[src/rtl/simple_router_pkg.sv]
// Shared router/merger definitions: port count and the 2-bit port tag type.
package simple_router_pkg;
  localparam int NUM_PORTS = 4;
  localparam int PORT_W    = 2;

  typedef logic [PORT_W-1:0] port_t;
endpackage

[src/rtl/rr_arbiter4.sv]
// Combinational 4-way round-robin arbiter: first requester at or after ptr, wrapping modulo 4.
module rr_arbiter4
  import simple_router_pkg::*;
(
  input  logic [NUM_PORTS-1:0] req,
  input  port_t                ptr,
  output logic [NUM_PORTS-1:0] gnt,
  output port_t                gnt_idx,
  output logic                 any
);

  port_t idx;

  always_comb begin
    gnt     = '0;
    gnt_idx = '0;
    any     = 1'b0;
    idx     = '0;
    for (int k = 0; k < NUM_PORTS; k++) begin
      // 2-bit addition wraps naturally, giving the modulo-4 search order
      idx = ptr + port_t'(k);
      if (!any && req[idx]) begin
        any          = 1'b1;
        gnt_idx      = idx;
        gnt[idx]     = 1'b1;
      end
    end
  end

endmodule

[src/rtl/simple_merger.sv]
// 4-to-1 merger: one holding register per source, round-robin onto a registered,
// source-tagged output stage. Idle outputs read as zero.
module simple_merger
  import simple_router_pkg::*;
#(
  parameter int DATA_WIDTH = 32
) (
  input  logic                  clk,
  input  logic                  rst,
  input  logic [DATA_WIDTH-1:0] din0,
  input  logic [DATA_WIDTH-1:0] din1,
  input  logic [DATA_WIDTH-1:0] din2,
  input  logic [DATA_WIDTH-1:0] din3,
  input  logic                  din0_en,
  input  logic                  din1_en,
  input  logic                  din2_en,
  input  logic                  din3_en,
  output logic                  din0_rdy,
  output logic                  din1_rdy,
  output logic                  din2_rdy,
  output logic                  din3_rdy,
  output logic [DATA_WIDTH-1:0] dout,
  output logic                  dout_en,
  output logic [1:0]            addr,
  input  logic                  dout_rdy
);

  logic [NUM_PORTS-1:0]  buf_vld;
  logic [DATA_WIDTH-1:0] buf_data [NUM_PORTS];
  logic                  out_vld;
  logic [DATA_WIDTH-1:0] out_data;
  port_t                 out_addr;
  port_t                 rr_ptr;

  logic [NUM_PORTS-1:0]  din_en_v;
  logic [DATA_WIDTH-1:0] din_arr [NUM_PORTS];
  logic [NUM_PORTS-1:0]  gnt;
  port_t                 gnt_idx;
  logic                  gnt_any;
  logic                  can_load;

  always_comb begin
    din_arr[0] = din0;
    din_arr[1] = din1;
    din_arr[2] = din2;
    din_arr[3] = din3;
  end

  assign din_en_v = {din3_en, din2_en, din1_en, din0_en};

  // Ready depends only on the holding registers and reset, never on din*_en.
  assign din0_rdy = ~buf_vld[0] & ~rst;
  assign din1_rdy = ~buf_vld[1] & ~rst;
  assign din2_rdy = ~buf_vld[2] & ~rst;
  assign din3_rdy = ~buf_vld[3] & ~rst;

  assign can_load = ~out_vld | dout_rdy;

  rr_arbiter4 u_arb (
    .req     (buf_vld),
    .ptr     (rr_ptr),
    .gnt     (gnt),
    .gnt_idx (gnt_idx),
    .any     (gnt_any)
  );

  always_ff @(posedge clk) begin
    if (rst) begin
      buf_vld  <= '0;
      for (int i = 0; i < NUM_PORTS; i++) buf_data[i] <= '0;
      out_vld  <= 1'b0;
      out_data <= '0;
      out_addr <= '0;
      rr_ptr   <= '0;
    end else begin
      // A granted buffer had rdy low this cycle, so grant-clear and capture never collide.
      for (int i = 0; i < NUM_PORTS; i++) begin
        if (can_load && gnt[i]) begin
          buf_vld[i] <= 1'b0;
        end else if (din_en_v[i] && !buf_vld[i]) begin
          buf_vld[i]  <= 1'b1;
          buf_data[i] <= din_arr[i];
        end
      end
      if (can_load) begin
        if (gnt_any) begin
          out_vld  <= 1'b1;
          out_data <= buf_data[gnt_idx];
          out_addr <= gnt_idx;
          rr_ptr   <= gnt_idx + port_t'(1);
        end else begin
          out_vld  <= 1'b0;
          out_data <= '0;
        end
      end
    end
  end

  assign dout    = out_vld ? out_data : '0;
  assign addr    = out_vld ? out_addr : '0;
  assign dout_en = out_vld;

endmodule

[config.mk]
export PLATFORM = sky130hd
export DESIGN_NAME = simple_merger
export DESIGN_NICKNAME = d
export VERILOG_FILES = /design/src/rtl/simple_router_pkg.sv /design/src/rtl/rr_arbiter4.sv /design/src/rtl/simple_merger.sv
export SDC_FILE = /design/constraint.sdc
export NUM_CORES = 1
export LEC_CHECK = 0
export CORE_UTILIZATION = 57
export DETAILED_ROUTE_END_ITERATION = 12
export PLACE_DENSITY = 0.95
export SYNTH_ARGS = -nofsm -noshare
export SYNTH_HDL_FRONTEND = slang
export SYNTH_SLANG_ARGS = --single-unit
[constraint.sdc]
create_clock -name clk -period 7.8 [get_ports clk]
set_clock_uncertainty 0.1 [all_clocks]
set_input_delay 0.78 -clock clk [delete_from_list [all_inputs] [get_ports clk]]
set_output_delay 0.78 -clock clk [all_outputs]
set_load 0.03 [all_outputs]
# Word-level counts from Yosys, hierarchy flattened
# Memories as Yosys holds them, arrays and structs flattened.
# Index checks and enable logic that the tools add are counted.
# op_classes
magnitude_cmp	8
n_reduce_logical	27
mux	54
addsub	4
bitwise	18
# op_table
operator	count
$mux 32	6
$mux 1	31
$mux 4	4
$logic_and 1x1->1	15
$lt 2x3->1 const B	4
$or 4x4->4	3
$mux 2	5
$bmux 1 s2	4
$demux 1 s2	4
$ge 2x1->1 const B	4
$reduce_or 2->1	4
$logic_not 1->1	7
$not 1->1	6
$or 1x1->1	5
$add 2x1->2 const B	2
$add 2x2->2 const B	2
$and 1x1->1	4
$reduce_and 2->1	1
# totals
memories	1
word_cells	120
out_inout_bits	39
regBits	41
in_bits	135
mem_bits_rw	128
# memory_table
name	depth	width	read_ports	rd_clocked_by_memory_dff	write_ports	line	source
buf_data	4	32	1	0	4	simple_merger.sv:29	logic [DATA_WIDTH-1:0] buf_data [NUM_PORTS];

# Logic depth before layout (Yosys ltp)
# Gate-level depths: netlist (run 1).
# depth
word_depth	17
ltp_mapped	13

# Hierarchy
# Synthesis (run 1) repeated with hierarchy kept, for this count alone.
# unflattened
hier_cells	580
hier_area_um2	7815.0
# by_module_without_submodules
module	cells_each	area_each_um2	n_inst
simple_merger	535	7395.8	1
rr_arbiter4	45	419.2	1

# Worst setup path before layout (run 1)
# OpenSTA, ideal clock, no wires.
# synth_timing
path_type	flip-flop to flip-flop
startpoint	register rr_ptr[0]
endpoint	memory buf_data[1][0] (enable)
required_time_ps	7234
slack_ps	2413
t_arrival_ps	4822
stages_incl_launch_ff	12
path_buffers	3
setup_ps	466
cell_sequence	dfxtp_1 > buf_6 > clkinv_1 > clkbuf_1 > ha_1 > mux4_2 > buf_6 > a21oi_1 > a221oi_2 > a21oi_1 > nor2_1 > o21ai_0
# synth_rtl
item	line	source
start, declared	simple_merger.sv:33	port_t rr_ptr;
start signal, assigned	simple_merger.sv:90	rr_ptr <= gnt_idx + port_t'(1);
end, declared	simple_merger.sv:29	

==> results of run 1 <==
[synthesized netlist by cell type (all sizes together) (7+ instances only)]
master	instances
clkbuf	23
o221ai	11
nand3	9
o211ai	17
o32ai	7
mux2i	29
o21ai	23
a211oi	11
nand2	51
o22ai	53
inv	24
nor3	9
edfxtp	128
nand2b	13
a21oi	13
a32o	8
and2	131
nor2	33
ha	8
buf	43
a221o	34
and3	7
dfxtp	41
o2111ai	10
nor3b	32
[kinds of logic after synthesis]
group                    share of synthesized area
adder cells (fa/ha/maj)                    0.01110
AND/OR/NAND/NOR                             0.1921
buffers and inverters                      0.05412
XOR/XNOR                                  0.001943
flip-flops                                  0.5173
AO/OA/AOI/OAI                               0.1762
multiplexers                               0.04718
[report_power, final]
part	switching [mW]	leakage, nW	internal (mW)
clock network	0.338	0.286	0.468
registers	0.215	1.71	1.37
logic	1.56	2.13	0.924
[state kept, by name, summed over array words and instances, names as in the netlist]
signal	flops
out_addr	2
buf_vld	4
buf_data	128
dout_en	1
out_data	32
rr_ptr	2
[cells in the final DEF, fill, tap and decap left out, types with 7 or more instances in the layout]
cell             synthesis  layout
a211oi_1                10      10
a21oi_1                 12      11
a221o_1                 34      34
a32o_1                   8       8
and2_1                 131     131
and3_1                   7       7
buf_4                   12      11
clkbuf_16                0      18
clkdlybuf4s50_1          0     172
dfxtp_1                 41      41
edfxtp_1               128     128
ha_1                     8       8
inv_1                   24      24
mux2i_1                 29      29
nand2_1                 51      51
nand2b_1                12      12
nand3_1                  9       9
nor2_1                  29      29
nor3_1                   9       9
nor3b_1                 32      32
o2111ai_1               10      10
o211ai_1                15      15
o21ai_0                 21      18
o221ai_1                11      11
o22ai_1                 53      53
o32ai_1                  7       7
[through the flow]
stage / power [mW] / util / area (um2) / instances / setup slack (ns)
after global routing: 5.097 / 0.7367 / 11280 / 1168 / 2.447
after detailed placement: 3.996 / 0.6998 / 10720 / 1136 / 2.888
after floorplan: 3.428 / - / 9016 / 807 / 2.413
final: 4.867 / 0.7367 / 11280 / 1168 / 2.842
after CTS: 4.811 / 0.7367 / 11280 / 1168 / 2.884
after global placement: 3.865 / 0.6998 / 10720 / 1136 / 3.016
[path summary, 6_finish.rpt]
| check | endpoint | slack (ns) | cells past startpoint |
|---|---|---|---|
| worst min register to register | out_data[28] | 0.40 | 1 |
| worst max register to register | buf_data[3][5] | 2.84 | 10 |
| worst min-delay path | out_data[28] | 0.40 | 1 |
| worst max-delay path | buf_data[3][5] | 2.84 | 10 |
[layout make-up]
| cell class | count | area share |
|---|---|---|
| flip-flops and latches | 169 | 0.4134 |
| multi-input cells | 547 | 0.3445 |
| repair buffers | 184 | 0.1604 |
| clock buffers | 26 | 0.04702 |
| well taps | 211 | 0.02340 |
| inverters | 25 | 0.008318 |
| clock inverters | 6 | 0.002994 |
[metal layers]
layer,GRT usage,vias up,share of wire
met3,0.05050,84,0.088
met5,0,-,0
li1,-,3328,-
met4,0.1986,0,0.058
met2,0.4882,538,0.48
met1,0.3804,3498,0.37
==> impl_table.tex, run 1 <==
\begin{tabular}{lr}
\hline
Metric & Value \\
\hline
\multicolumn{2}{l}{\textbf{Timing}} \\
\quad Worst slew pin tran & 1.234 ns \\
\quad Slew HR & 0.1749 \\
\quad Maximum clock frequency & 201.7 MHz \\
\quad Count of final max-slew check failures & 0 \\
\quad Final hold violations & 0 \\
\quad Worst hold slack & 0.3951 ns \\
\quad Total negative slack for setup checks & 0 ns \\
\quad RSZ-0062 raised after global routing & no \\
\quad Final setup fails & 0 \\
\quad Clock period minus worst slack & 4.958 ns \\
\quad Final worst path period share & 0.6357 \\
\multicolumn{2}{l}{\textbf{CTS}} \\
\quad Post-cts gate resize count & 0 \\
\quad Cts-stage hold buffer count & 0 \\
\quad CTS Buf Count & 17 \\
\quad Later-pin clock latency in the skew report & 0.44 ns \\
\quad Depth of the CTS H-tree & 4 \\
\quad Clock edge transition at the registers on the reported setup and hold paths & 0.06 ns \\
\quad Clk Tree Root Cell & clkbuf\_16 \\
\quad Maximum buffer depth of the clock tree & 2 \\
\quad Sinks on the clock net & 169 \\
\quad Post-CTS setup buffer count & 0 \\
\quad Clock tree from TritonCTS & done \\
\multicolumn{2}{l}{\textbf{Logic synthesis}} \\
\quad Gate count of the mapped netlist & 807 \\
\quad Count of cell types in the netlist & 59 \\
\quad Mean instance size in the synthesized netlist & 11.17 um2 \\
\quad Cell taking the most area after synthesis & edfxtp\_1 \\
\quad Post-synth top area share & 0.4263 \\
\quad Seq/Total Area, Yosys & 0.5173 \\
\quad Top flip-flop cell by instance count after synthesis & edfxtp\_1 \\
\quad Synth Net Count & 950 \\
\quad Total number of yosys warnings & 0 \\
\quad Synth top area cells & edfxtp\_1 43\%, dfxtp\_1 9.1\%, and2\_1 9.1\% \\
\quad Post-Syn Area & 9016 um2 \\
\quad Flip-flop and latch count after synthesis & 169 \\
\quad Async SR Flop Fraction & 0 \\
\quad EDFF count, synth & 128 \\
\multicolumn{2}{l}{\textbf{Routing}} \\
\quad DRC marker count from the first detailed-route iteration & 849 \\
\quad Final routed DRC violation total & 0 \\
\quad Vias after detailed routing & 7,448 \\
\quad Average wire per standard cell & 20.65 um \\
\quad First-pass iteration count of the detailed router & 7 \\
\quad Number of vias per cell & 6.377 \\
\quad DRT antenna net count & 0 \\
\quad Routed wire length & 24.12 mm \\
\multicolumn{2}{l}{\textbf{Critical path}} \\
\quad Critical path data required time & 7.88 ns \\
\quad Setup CP Type & register to register \\
\quad Count of buffer and inverter cells on the critical path & 3 \\
\quad Sort of element at the end of the critical path & register \\
\quad CP startpoint kind & register \\
\quad Maximum fanout count along the critical path & 33 \\
\quad Worst path max stage delay & 0.92 ns \\
\quad Cell with the largest stage delay on the worst path & ha\_1 \\
\quad Critical register-to-register path startpoint & rr\_ptr[0] \\
\quad Critical path arrival & 5.04 ns \\
\quad Most prevalent standard cell on the critical path & buf\_4 \\
\quad Critical path origin & rr\_ptr[0] \\
\quad Cell family contributing the most delay on the critical path & buffers and inverters \\
\quad Cell-by-cell trace of the critical path & clkinv\_1, ha\_1, mux4\_2, nor2b\_1, a311oi\_1, a21oi\_1, o211ai\_2, buf\_4, nand2\_1, buf\_4 \\
\multicolumn{2}{l}{\textbf{Placed design}} \\
\quad Port buffer count & 173 \\
\quad DPL Wire Length & 16.26 mm \\
\quad Routability-driven placement congestion ratio & 0.9123 \\
\multicolumn{2}{l}{\textbf{Pwr}} \\
\quad Power per standard cell area & 431.4 nW/um2 \\
\quad Worst ir drop on vdd & 0.3967 mV \\
\quad Reported leakage power & 4.123 nW \\
\multicolumn{2}{l}{\textbf{Finish}} \\
\quad Final nets & 1,087 \\
\quad Fraction of final layout cells sized beyond drive strength 1 & 0.07315 \\
\quad Number of fillers in the final layout & 997 \\
\quad Combined flip-flop and latch cell area & 4664 um2 \\
\quad Area growth from synthesis to layout & 25.13\% \\
\quad Multi-input logic area & 3886 um2 \\
\quad Antenna cell count & 0 \\
\multicolumn{2}{l}{\textbf{Die}} \\
\quad Die boundary height & 127.8 um \\
\quad Starting utilization of the core area & 0.5887 \\
\quad Floorplan core area & 15,310 um2 \\
\quad Die outline width & 127.8 um \\
\quad Site row count & 45 \\
\quad Overall die area & 16,330 um2 \\
\quad Top-level port count & 174 \\
\multicolumn{2}{l}{\textbf{GRT}} \\
\quad Total routing usage reported by global routing & 0.3033 \\
\quad First-pass GRT wire length & 37.07 mm \\
\quad Total gr overflow & 0 \\
\quad Via count of the first global-routing pass & 7,039 \\
\quad Number of antenna violations at the first check in global routing & 0 \\
\quad Maximum number of pins on one net before global-route repair & 49 \\
\multicolumn{2}{l}{\textbf{Run status}} \\
\quad Run status & complete, no violations \\
\multicolumn{2}{l}{\textbf{Hold path}} \\
\quad Type of the most critical hold path & register to register \\
\quad Hold Startpoint & out\_data[28] \\
\multicolumn{2}{l}{\textbf{Flow run}} \\
\quad Max-cap viol count & 0 \\
\hline
\end{tabular}
Power figures use the tool's default switching activity.
==> inputs of run 2 (changes only) <==
- CORE_UTILIZATION: 57 -> 53
- PLACE_DENSITY: 0.95 -> 0.91
- clock period: 7.8 -> 4.9 ns (I/O delays scaled with it)
==> run 2 against run 1 <==
  * Critical endpoint is now buf_data[3][30]
  * Clock power increased by 69%
  * Fmax increased by 19%
  * First-iteration DRC count decreased by 19%
  * Sequential cell count unchanged
  * Sequential power increased by 63%
  * Combinational power increased by 58%
  * Critical path depth decreased by 1
  * Global-route usage decreased by 0.18 points
  * Cell area increased by 0.52%
  * Power increased by 61%
  * Die area increased by 7.4%
  * Register-to-register slack got worse by 2.1 ns
==> impl_table.tex, run 2 (synthesis gave the netlist of run 1 again) <==
\begin{tabular}{lr}
\hline
Metric & Value \\
\hline
\multicolumn{2}{l}{\textbf{CTS}} \\
\quad Post-CTS setup buffer count & 0 (unchanged) \\
\quad Depth of the CTS H-tree & 4 (unchanged) \\
\quad Cts-stage hold buffer count & 0 (unchanged) \\
\quad CTS Buf Count & 17 (unchanged) \\
\quad Maximum buffer depth of the clock tree & 2 (unchanged) \\
\quad Clock edge transition at the registers on the reported setup and hold paths & 0.06 ns (about the same) \\
\quad Sinks on the clock net & 169 (unchanged) \\
\quad Later-pin clock latency in the skew report & 0.44 ns (about the same) \\
\quad Clk Tree Root Cell & clkbuf\_16 \\
\quad Clock tree from TritonCTS & done \\
\quad Post-cts gate resize count & 0 (unchanged) \\
\multicolumn{2}{l}{\textbf{Hold path}} \\
\quad Hold worst-path end & out\_data[26] \\
\quad Hold Startpoint & out\_data[26] \\
\quad Number of instances on the worst hold path & 1 (unchanged) \\
\quad Type of the most critical hold path & register to register \\
\multicolumn{2}{l}{\textbf{Critical path}} \\
\quad Cell with the largest stage delay on the worst path & o211ai\_2 \\
\quad Maximum fanout count along the critical path & 17 (-48\%) \\
\quad Sort of element at the end of the critical path & register \\
\quad Critical register-to-register path startpoint & rr\_ptr[1] \\
\quad Register-to-Register Setup Slack & 0.74 ns (-2.10 ns) \\
\quad Worst r2r path cells & 9 (-1) \\
\quad Critical path data required time & 4.96 ns (-2.92 ns) \\
\quad CP startpoint kind & register \\
\quad Worst path max stage delay & 0.71 ns (-0.21 ns) \\
\quad Critical path arrival & 4.21 ns (-0.83 ns) \\
\quad Setup CP Type & register to register \\
\quad Capture instance of the worst register-to-register path & buf\_data[3][30] \\
\quad Cell-by-cell trace of the critical path & inv\_1, ha\_1, mux4\_2, nor2b\_1, a311oi\_1, a21oi\_1, o211ai\_2, buf\_4, nor3b\_1 \\
\multicolumn{2}{l}{\textbf{GRT}} \\
\quad Via count of the first global-routing pass & 7,319 (+4.0\%) \\
\quad Number of antenna violations at the first check in global routing & 0 (unchanged) \\
\quad Total gr overflow & 0 (unchanged) \\
\quad First-pass GRT wire length & 39.90 mm (+7.7\%) \\
\quad Total routing usage reported by global routing & 0.3015 (-0.001751) \\
\quad Maximum number of pins on one net before global-route repair & 48 (-2.0\%) \\
\multicolumn{2}{l}{\textbf{Pwr}} \\
\quad Power per standard cell area & 692.7 nW/um2 (+61\%) \\
\quad Total design power & 7.856 mW (+61\%) \\
\quad Reported leakage power & 4.128 nW (+0.12\%) \\
\quad Part of the total power dissipated in sequential elements & 0.327 (+0.002) \\
\quad Proportion of power drawn by combinational gates & 0.500 (-0.010) \\
\quad Worst ir drop on vdd & 0.4538 mV (+14\%) \\
\quad Switch share & 0.4330 (about the same) \\
\quad Total net switching power & 3.402 mW (+61\%) \\
\quad Share of power burned in the clock network & 0.173 (+0.007) \\
\quad Internal & 4.454 mW (+62\%) \\
\multicolumn{2}{l}{\textbf{Die}} \\
\quad Die boundary height & 132.4 um (+3.6\%) \\
\quad Floorplan core area & 16,580 um2 (+8.3\%) \\
\quad Die outline width & 132.4 um (+3.6\%) \\
\quad Site row count & 47 (+4.4\%) \\
\quad Top-level port count & 174 (unchanged) \\
\quad Starting utilization of the core area & 0.5437 (-0.04504) \\
\quad Overall die area & 17,540 um2 (+7.4\%) \\
\multicolumn{2}{l}{\textbf{Finish}} \\
\quad Number of fillers in the final layout & 1,200 (+20\%) \\
\quad Register name with the most flops & buf\_data \\
\quad Commonest non-fill, non-tap cell in the layout & clkdlybuf4s50\_1 \\
\quad Biggest registers after layout & buf\_data: 128 flops, out\_data: 32 flops, buf\_vld: 4 flops \\
\quad Finished layout cell area & 11,340 um2 (+0.52\%) \\
\quad Final nets & 1,089 (+0.18\%) \\
\quad Combined flip-flop and latch cell area & 4664 um2 (unchanged) \\
\quad Antenna cell count & 0 (unchanged) \\
\quad Fraction of final layout cells sized beyond drive strength 1 & 0.07508 (+0.001933) \\
\quad Core occupancy in the finished layout & 0.6839 (-0.05281) \\
\quad Commonest cells after routing, fill and taps aside & 172 x clkdlybuf4s50\_1, 131 x and2\_1, 128 x edfxtp\_1, 53 x o22ai\_1, 51 x nand2\_1 \\
\quad Multi-input logic area & 3896 um2 (+0.26\%) \\
\quad Area growth from synthesis to layout & 25.78\% \\
\quad Max reg flops & 128 (unchanged) \\
\multicolumn{2}{l}{\textbf{Timing}} \\
\quad Maximum clock frequency & 240.6 MHz (+19\%) \\
\quad Clock period minus worst slack & 4.156 ns (-0.8021 ns) \\
\quad Slew HR & 0.1423 (-0.03258) \\
\quad Worst slew pin tran & 1.279 ns (+0.04502 ns) \\
\quad Final worst path period share & 0.8482 (+0.2125) \\
\quad Final hold violations & 0 (unchanged) \\
\quad Final setup fails & 0 (unchanged) \\
\quad RSZ-0062 raised after global routing & no \\
\quad Count of final max-slew check failures & 0 (unchanged) \\
\quad Worst Setup Slack, final & 0.7438 ns (-2.098 ns) \\
\quad Total negative slack for setup checks & 0 ns (unchanged) \\
\multicolumn{2}{l}{\textbf{Run status}} \\
\quad Run status & complete, no violations \\
\multicolumn{2}{l}{\textbf{Placed design}} \\
\quad Post-placement worst setup slack & 0.8144 ns (-2.073 ns) \\
\quad DPL Wire Length & 17.75 mm (+9.2\%) \\
\quad Port buffer count & 173 (unchanged) \\
\quad Routability-driven placement congestion ratio & 0.9144 (+0.23\%) \\
\quad Post-placement cell area & 10,750 um2 (+0.34\%) \\
\multicolumn{2}{l}{\textbf{Routing}} \\
\quad DRC marker count from the first detailed-route iteration & 687 (-19\%) \\
\quad DRT antenna net count & 0 (unchanged) \\
\quad Average wire per standard cell & 22.13 um (+7.2\%) \\
\quad First-pass iteration count of the detailed router & 5 (-2) \\
\quad Final routed DRC violation total & 0 (unchanged) \\
\quad Vias after detailed routing & 7,579 (+1.8\%) \\
\quad Number of vias per cell & 6.428 (+0.81\%) \\
\quad Routed wire length & 26.09 mm (+8.2\%) \\
\multicolumn{2}{l}{\textbf{Flow run}} \\
\quad Max-cap viol count & 0 (unchanged) \\
\hline
\end{tabular}
-- run 2: changes by cell type in the layout (fill, tap and decap cells not counted) --
cell | before | now
nor2_2 | 0 | 1
clkbuf_16 | 18 | 17
clkinv_1 | 1 | 3
clkbuf_1 | 3 | 2
buf_4 | 11 | 13
clkinv_4 | 0 | 3
clkbuf_8 | 5 | 0
nor2_1 | 29 | 28
bufinv_16 | 0 | 3
a21oi_2 | 2 | 1
clkinvlp_4 | 0 | 2
inv_4 | 3 | 0
a21oi_4 | 0 | 1
-- run 2: critical path, delay by kind of cell (launching register included) --
kind	cells	cell delay [ns]
buf+inv	2	0.58
fa+ha+maj	1	0.60
simple gates	2	0.27
flops	1	0.58
mux	1	0.70
compound gates	3	1.05
-- run 2: through the flow --
stage,hold WS (ns),cells
after global placement,0.3760,1147
after floorplan,0.3472,807
final,0.3909,1179
after CTS,0.3990,1179
after detailed placement,0.3800,1147
after global routing,0.4295,1179
-- run 2: worst max-delay path by stage --
stage / from / end / slack, ns / cells past startpoint
3_5_place_dp: rr_ptr[1] / buf_data[3][11] / 0.81 / 9
2_1_floorplan: rr_ptr[0] / buf_data[1][0] / 0.38 / 11
5_1_grt: rr_ptr[1] / buf_data[3][6] / 0.54 / 9
3_3_place_gp: rr_ptr[1] / buf_data[3][6] / 0.92 / 9
4_1_cts: rr_ptr[1] / buf_data[3][30] / 0.81 / 9
6_report: rr_ptr[1] / buf_data[3][30] / 0.74 / 9
-- run 2: per-layer routing --
layer	wire length (um)	track usage	up-vias
li1	-	-	3334
met4	1593	0.1954	0
met2	12570	0.4944	522
met1	9761	0.3734	3629
met3	2159	0.04559	94
met5	0	0	-
-- run 2: power by group through the flow --
stage / Combinational, mW / Clock [mW] / Sequential (mW)
floorplan: 3.07 / 0 / 2.38
global placement: 3.72 / 0 / 2.55
detailed placement: 3.83 / 0 / 2.57
CTS: 3.87 / 1.35 / 2.55
global route: 4.20 / 1.41 / 2.60
finish: 3.93 / 1.36 / 2.57
-- run 2: area by class of cell --
type | instances | area share
multi-input cells | 547 | 0.3436
clock buffers | 19 | 0.03817
repair buffers | 186 | 0.1609
clock inverters | 13 | 0.01357
well taps | 220 | 0.02427
flip-flops and latches | 169 | 0.4113
inverters | 25 | 0.008274
==> inputs of run 3 (changes only) <==
- CORE_UTILIZATION: 53 -> 48
- PLACE_DENSITY: 0.91 -> 0.88
- clock period: 4.9 -> 3.7 ns (I/O delays scaled with it)
==> run 3 against run 2 <==
  * The run now ends with design-rule violations left
  * Clock power is 29% higher
  * First-iteration DRC count increased by 18%
  * Non-clock buffer count is 14 higher
  * Global-route usage down 3.8 points
  * Critical endpoint is now out_data[20]
  * Sequential power grew 28%
  * Critical path depth is 1 higher
  * Combinational power up 41%
  * Critical path type unchanged
  * Cell area grew 1.2%
  * Die area up 10%
  * Largest power group unchanged
  * Worst setup slack got worse by 0.41 ns
  * Clock-buffer cell count decreased by 2
==> impl_table.tex, run 3 (synthesis gave the netlist of run 1 again) <==
\begin{tabular}{lr}
\hline
Metric & Value \\
\hline
\multicolumn{2}{l}{\textbf{Pwr}} \\
\quad Worst ir drop on vdd & 0.6174 mV (+36\%) \\
\quad Power per standard cell area & 921.2 nW/um2 (+33\%) \\
\quad Total net switching power & 4.601 mW (+35\%) \\
\quad Proportion of power drawn by combinational gates & 0.523 (+0.023) \\
\quad Part of the total power dissipated in sequential elements & 0.311 (-0.016) \\
\quad Reported leakage power & 4.194 nW (+1.6\%) \\
\quad Switch share & 0.4351 (+0.002043) \\
\quad Total design power & 10.58 mW (+35\%) \\
\quad Internal & 5.974 mW (+34\%) \\
\quad Share of power burned in the clock network & 0.166 (-0.007) \\
\multicolumn{2}{l}{\textbf{Timing}} \\
\quad Maximum clock frequency & 296.6 MHz (+23\%) \\
\quad Clock period minus worst slack & 3.371 ns (-0.7851 ns) \\
\quad Worst slew pin tran & 1.263 ns (-0.01625 ns) \\
\quad Worst Setup Slack, final & 0.3289 ns (-0.4149 ns) \\
\quad Total negative slack for setup checks & 0 ns (unchanged) \\
\quad RSZ-0062 raised after global routing & no \\
\quad Worst hold slack & 0.1804 ns (-0.2105 ns) \\
\quad Slew HR & 0.1557 (+0.01335) \\
\quad Final worst path period share & 0.9111 (+0.06291) \\
\quad Final hold violations & 0 (unchanged) \\
\quad Final setup fails & 0 (unchanged) \\
\quad Count of final max-slew check failures & 0 (unchanged) \\
\multicolumn{2}{l}{\textbf{Die}} \\
\quad Starting utilization of the core area & 0.4952 (-0.04853) \\
\quad Overall die area & 19,340 um2 (+10\%) \\
\quad Die boundary height & 139.1 um (+5.0\%) \\
\quad Die outline width & 139.1 um (+5.0\%) \\
\quad Site row count & 49 (+4.3\%) \\
\quad Top-level port count & 174 (unchanged) \\
\quad Floorplan core area & 18,210 um2 (+9.8\%) \\
\multicolumn{2}{l}{\textbf{CTS}} \\
\quad Clk Tree Root Cell & clkbuf\_16 \\
\quad Sinks on the clock net & 169 (unchanged) \\
\quad Depth of the CTS H-tree & 4 (unchanged) \\
\quad Maximum buffer depth of the clock tree & 2 (unchanged) \\
\quad Cts-stage hold buffer count & 0 (unchanged) \\
\quad Clock tree from TritonCTS & done \\
\quad CTS Buf Count & 17 (unchanged) \\
\quad Clock edge transition at the registers on the reported setup and hold paths & 0.06 ns (about the same) \\
\quad Post-cts gate resize count & 0 (unchanged) \\
\quad Later-pin clock latency in the skew report & 0.43 ns (about the same) \\
\quad Post-CTS setup buffer count & 0 (unchanged) \\
\multicolumn{2}{l}{\textbf{Critical path}} \\
\quad Critical path origin & rr\_ptr[0] \\
\quad CP startpoint kind & register \\
\quad Register-to-Register Setup Slack & 0.33 ns (-0.41 ns) \\
\quad Sort of element at the end of the critical path & register \\
\quad Critical path data required time & 3.98 ns (-0.98 ns) \\
\quad Critical path arrival & 3.65 ns (-0.56 ns) \\
\quad Worst r2r path cells & 10 (+1) \\
\quad Setup CP Type & register to register \\
\quad Critical register-to-register path startpoint & rr\_ptr[0] \\
\quad Maximum fanout count along the critical path & 14 (-3) \\
\quad Capture instance of the worst register-to-register path & out\_data[20] \\
\multicolumn{2}{l}{\textbf{GRT}} \\
\quad Maximum number of pins on one net before global-route repair & 42 (-13\%) \\
\quad Total gr overflow & 0 (unchanged) \\
\quad First-pass GRT wire length & 38.96 mm (-2.4\%) \\
\quad Number of antenna violations at the first check in global routing & 0 (unchanged) \\
\quad Via count of the first global-routing pass & 7,215 (-1.4\%) \\
\quad Total routing usage reported by global routing & 0.2635 (-0.03801) \\
\multicolumn{2}{l}{\textbf{Hold path}} \\
\quad Number of instances on the worst hold path & 2 (+1) \\
\quad Hold worst-path end & rr\_ptr[0] \\
\quad Type of the most critical hold path & input port to register \\
\quad Hold Startpoint & rst \\
\multicolumn{2}{l}{\textbf{Placed design}} \\
\quad DPL Wire Length & 17.11 mm (-3.6\%) \\
\quad Post-placement worst setup slack & 0.4379 ns (-0.3765 ns) \\
\quad Number of cells in the design after placement & 1,170 (+2.0\%) \\
\quad Post-placement cell area & 10,900 um2 (+1.4\%) \\
\quad Routability-driven placement congestion ratio & 0.9371 (+2.5\%) \\
\quad Port buffer count & 173 (unchanged) \\
\multicolumn{2}{l}{\textbf{Routing}} \\
\quad Routed wire length & 25.17 mm (-3.5\%) \\
\quad Routed length on met2 & 12.25 mm (-2.5\%) \\
\quad Number of vias per cell & 6.188 (-3.7\%) \\
\quad DRC marker count from the first detailed-route iteration & 810 (+18\%) \\
\quad First-pass iteration count of the detailed router & 10 (+5) \\
\quad Final routed DRC violation total & 8 (+8) \\
\quad Detailed route wirelength on metal3 & 2.089 mm (-3.2\%) \\
\quad Vias after detailed routing & 7,438 (-1.9\%) \\
\quad Met1 wire length & 9.643 mm (-1.2\%) \\
\quad DRT antenna net count & 0 (unchanged) \\
\quad Top routing layer used & met4 \\
\quad Average wire per standard cell & 20.94 um (-5.4\%) \\
\multicolumn{2}{l}{\textbf{Finish}} \\
\quad Final nets & 1,103 (+1.3\%) \\
\quad Finished layout cell area & 11,480 um2 (+1.2\%) \\
\quad Register name with the most flops & buf\_data \\
\quad Area growth from synthesis to layout & 27.32\% \\
\quad Commonest non-fill, non-tap cell in the layout & clkdlybuf4s50\_1 \\
\quad Core occupancy in the finished layout & 0.6305 (-0.05341) \\
\quad Antenna cell count & 0 (unchanged) \\
\quad Filler-free cell count of the finished design & 1,202 (+2.0\%) \\
\quad Commonest cells after routing, fill and taps aside & 172 x clkdlybuf4s50\_1, 131 x and2\_1, 128 x edfxtp\_1, 53 x o22ai\_1, 50 x nand2\_1 \\
\quad Biggest registers after layout & buf\_data: 128 flops, out\_data: 32 flops, buf\_vld: 4 flops \\
\quad Fraction of final layout cells sized beyond drive strength 1 & 0.09250 (+0.01742) \\
\quad Max reg flops & 128 (unchanged) \\
\multicolumn{2}{l}{\textbf{Flow run}} \\
\quad Max-cap viol count & 0 (unchanged) \\
\multicolumn{2}{l}{\textbf{Run status}} \\
\quad Failing checks & design-rule violations \\
\quad Run status & finished with violations \\
\hline
\end{tabular}
## run 3: changes by cell type in the layout (fill, tap and decap cells not counted), sizes merged
cell / previous run / this run
clkinv: 9 / 5
buf: 14 / 28
bufinv: 3 / 2
clkinvlp: 2 / 6
clkbuf: 19 / 17
inv: 24 / 27
## run 3: layout make-up
cell class / instances / area (um2)
Tap cell: 229 / 286.5
Timing Repair Buffer: 200 / 1942
Sequential cell: 169 / 4664
Clock inverter: 15 / 151.4
Multi-Input combinational cell: 547 / 3916
Inverter: 25 / 93.84
Clock buffer: 17 / 425.4
Fill cell: 1365 / 6729
## run 3: metal layers
layer | track usage | vias to the layer above
met1 | 0.3306 | 3561
met2 | 0.4298 | 442
met4 | 0.1550 | 0
met3 | 0.04523 | 74
li1 | - | 3361
met5 | 0 | -
## run 3: power by group through the flow
stage,combinational (mW),sequential (mW),clock [mW]
after floorplan,4.11,3.14,0
after global placement,5.23,3.28,0
after detailed placement,5.38,3.31,0
after CTS,5.45,3.28,1.76
after global routing,5.89,3.36,1.84
final,5.53,3.29,1.76
## run 3: worst max path at each step
stage,end,slack (ns),cells past startpoint
2_1_floorplan,buf_data[3][0],0.04,12
3_3_place_gp,buf_data[1][14],0.57,8
3_5_place_dp,buf_data[2][12],0.44,8
4_1_cts,buf_data[2][12],0.40,8
5_1_grt,buf_data[2][6],0.12,8
6_report,out_data[20],0.33,10
## run 3: worst max-delay path: stages, from the launching register on
cell      delay [ns]
dfxtp_1         0.47
clkinv_1        0.14
ha_1            0.34
buf_4           0.20
mux2i_1         0.13
mux2_2          0.35
a21boi_2        0.80
buf_4           0.31
nand2_1         0.07
o211ai_1        0.18
a221o_1         0.21
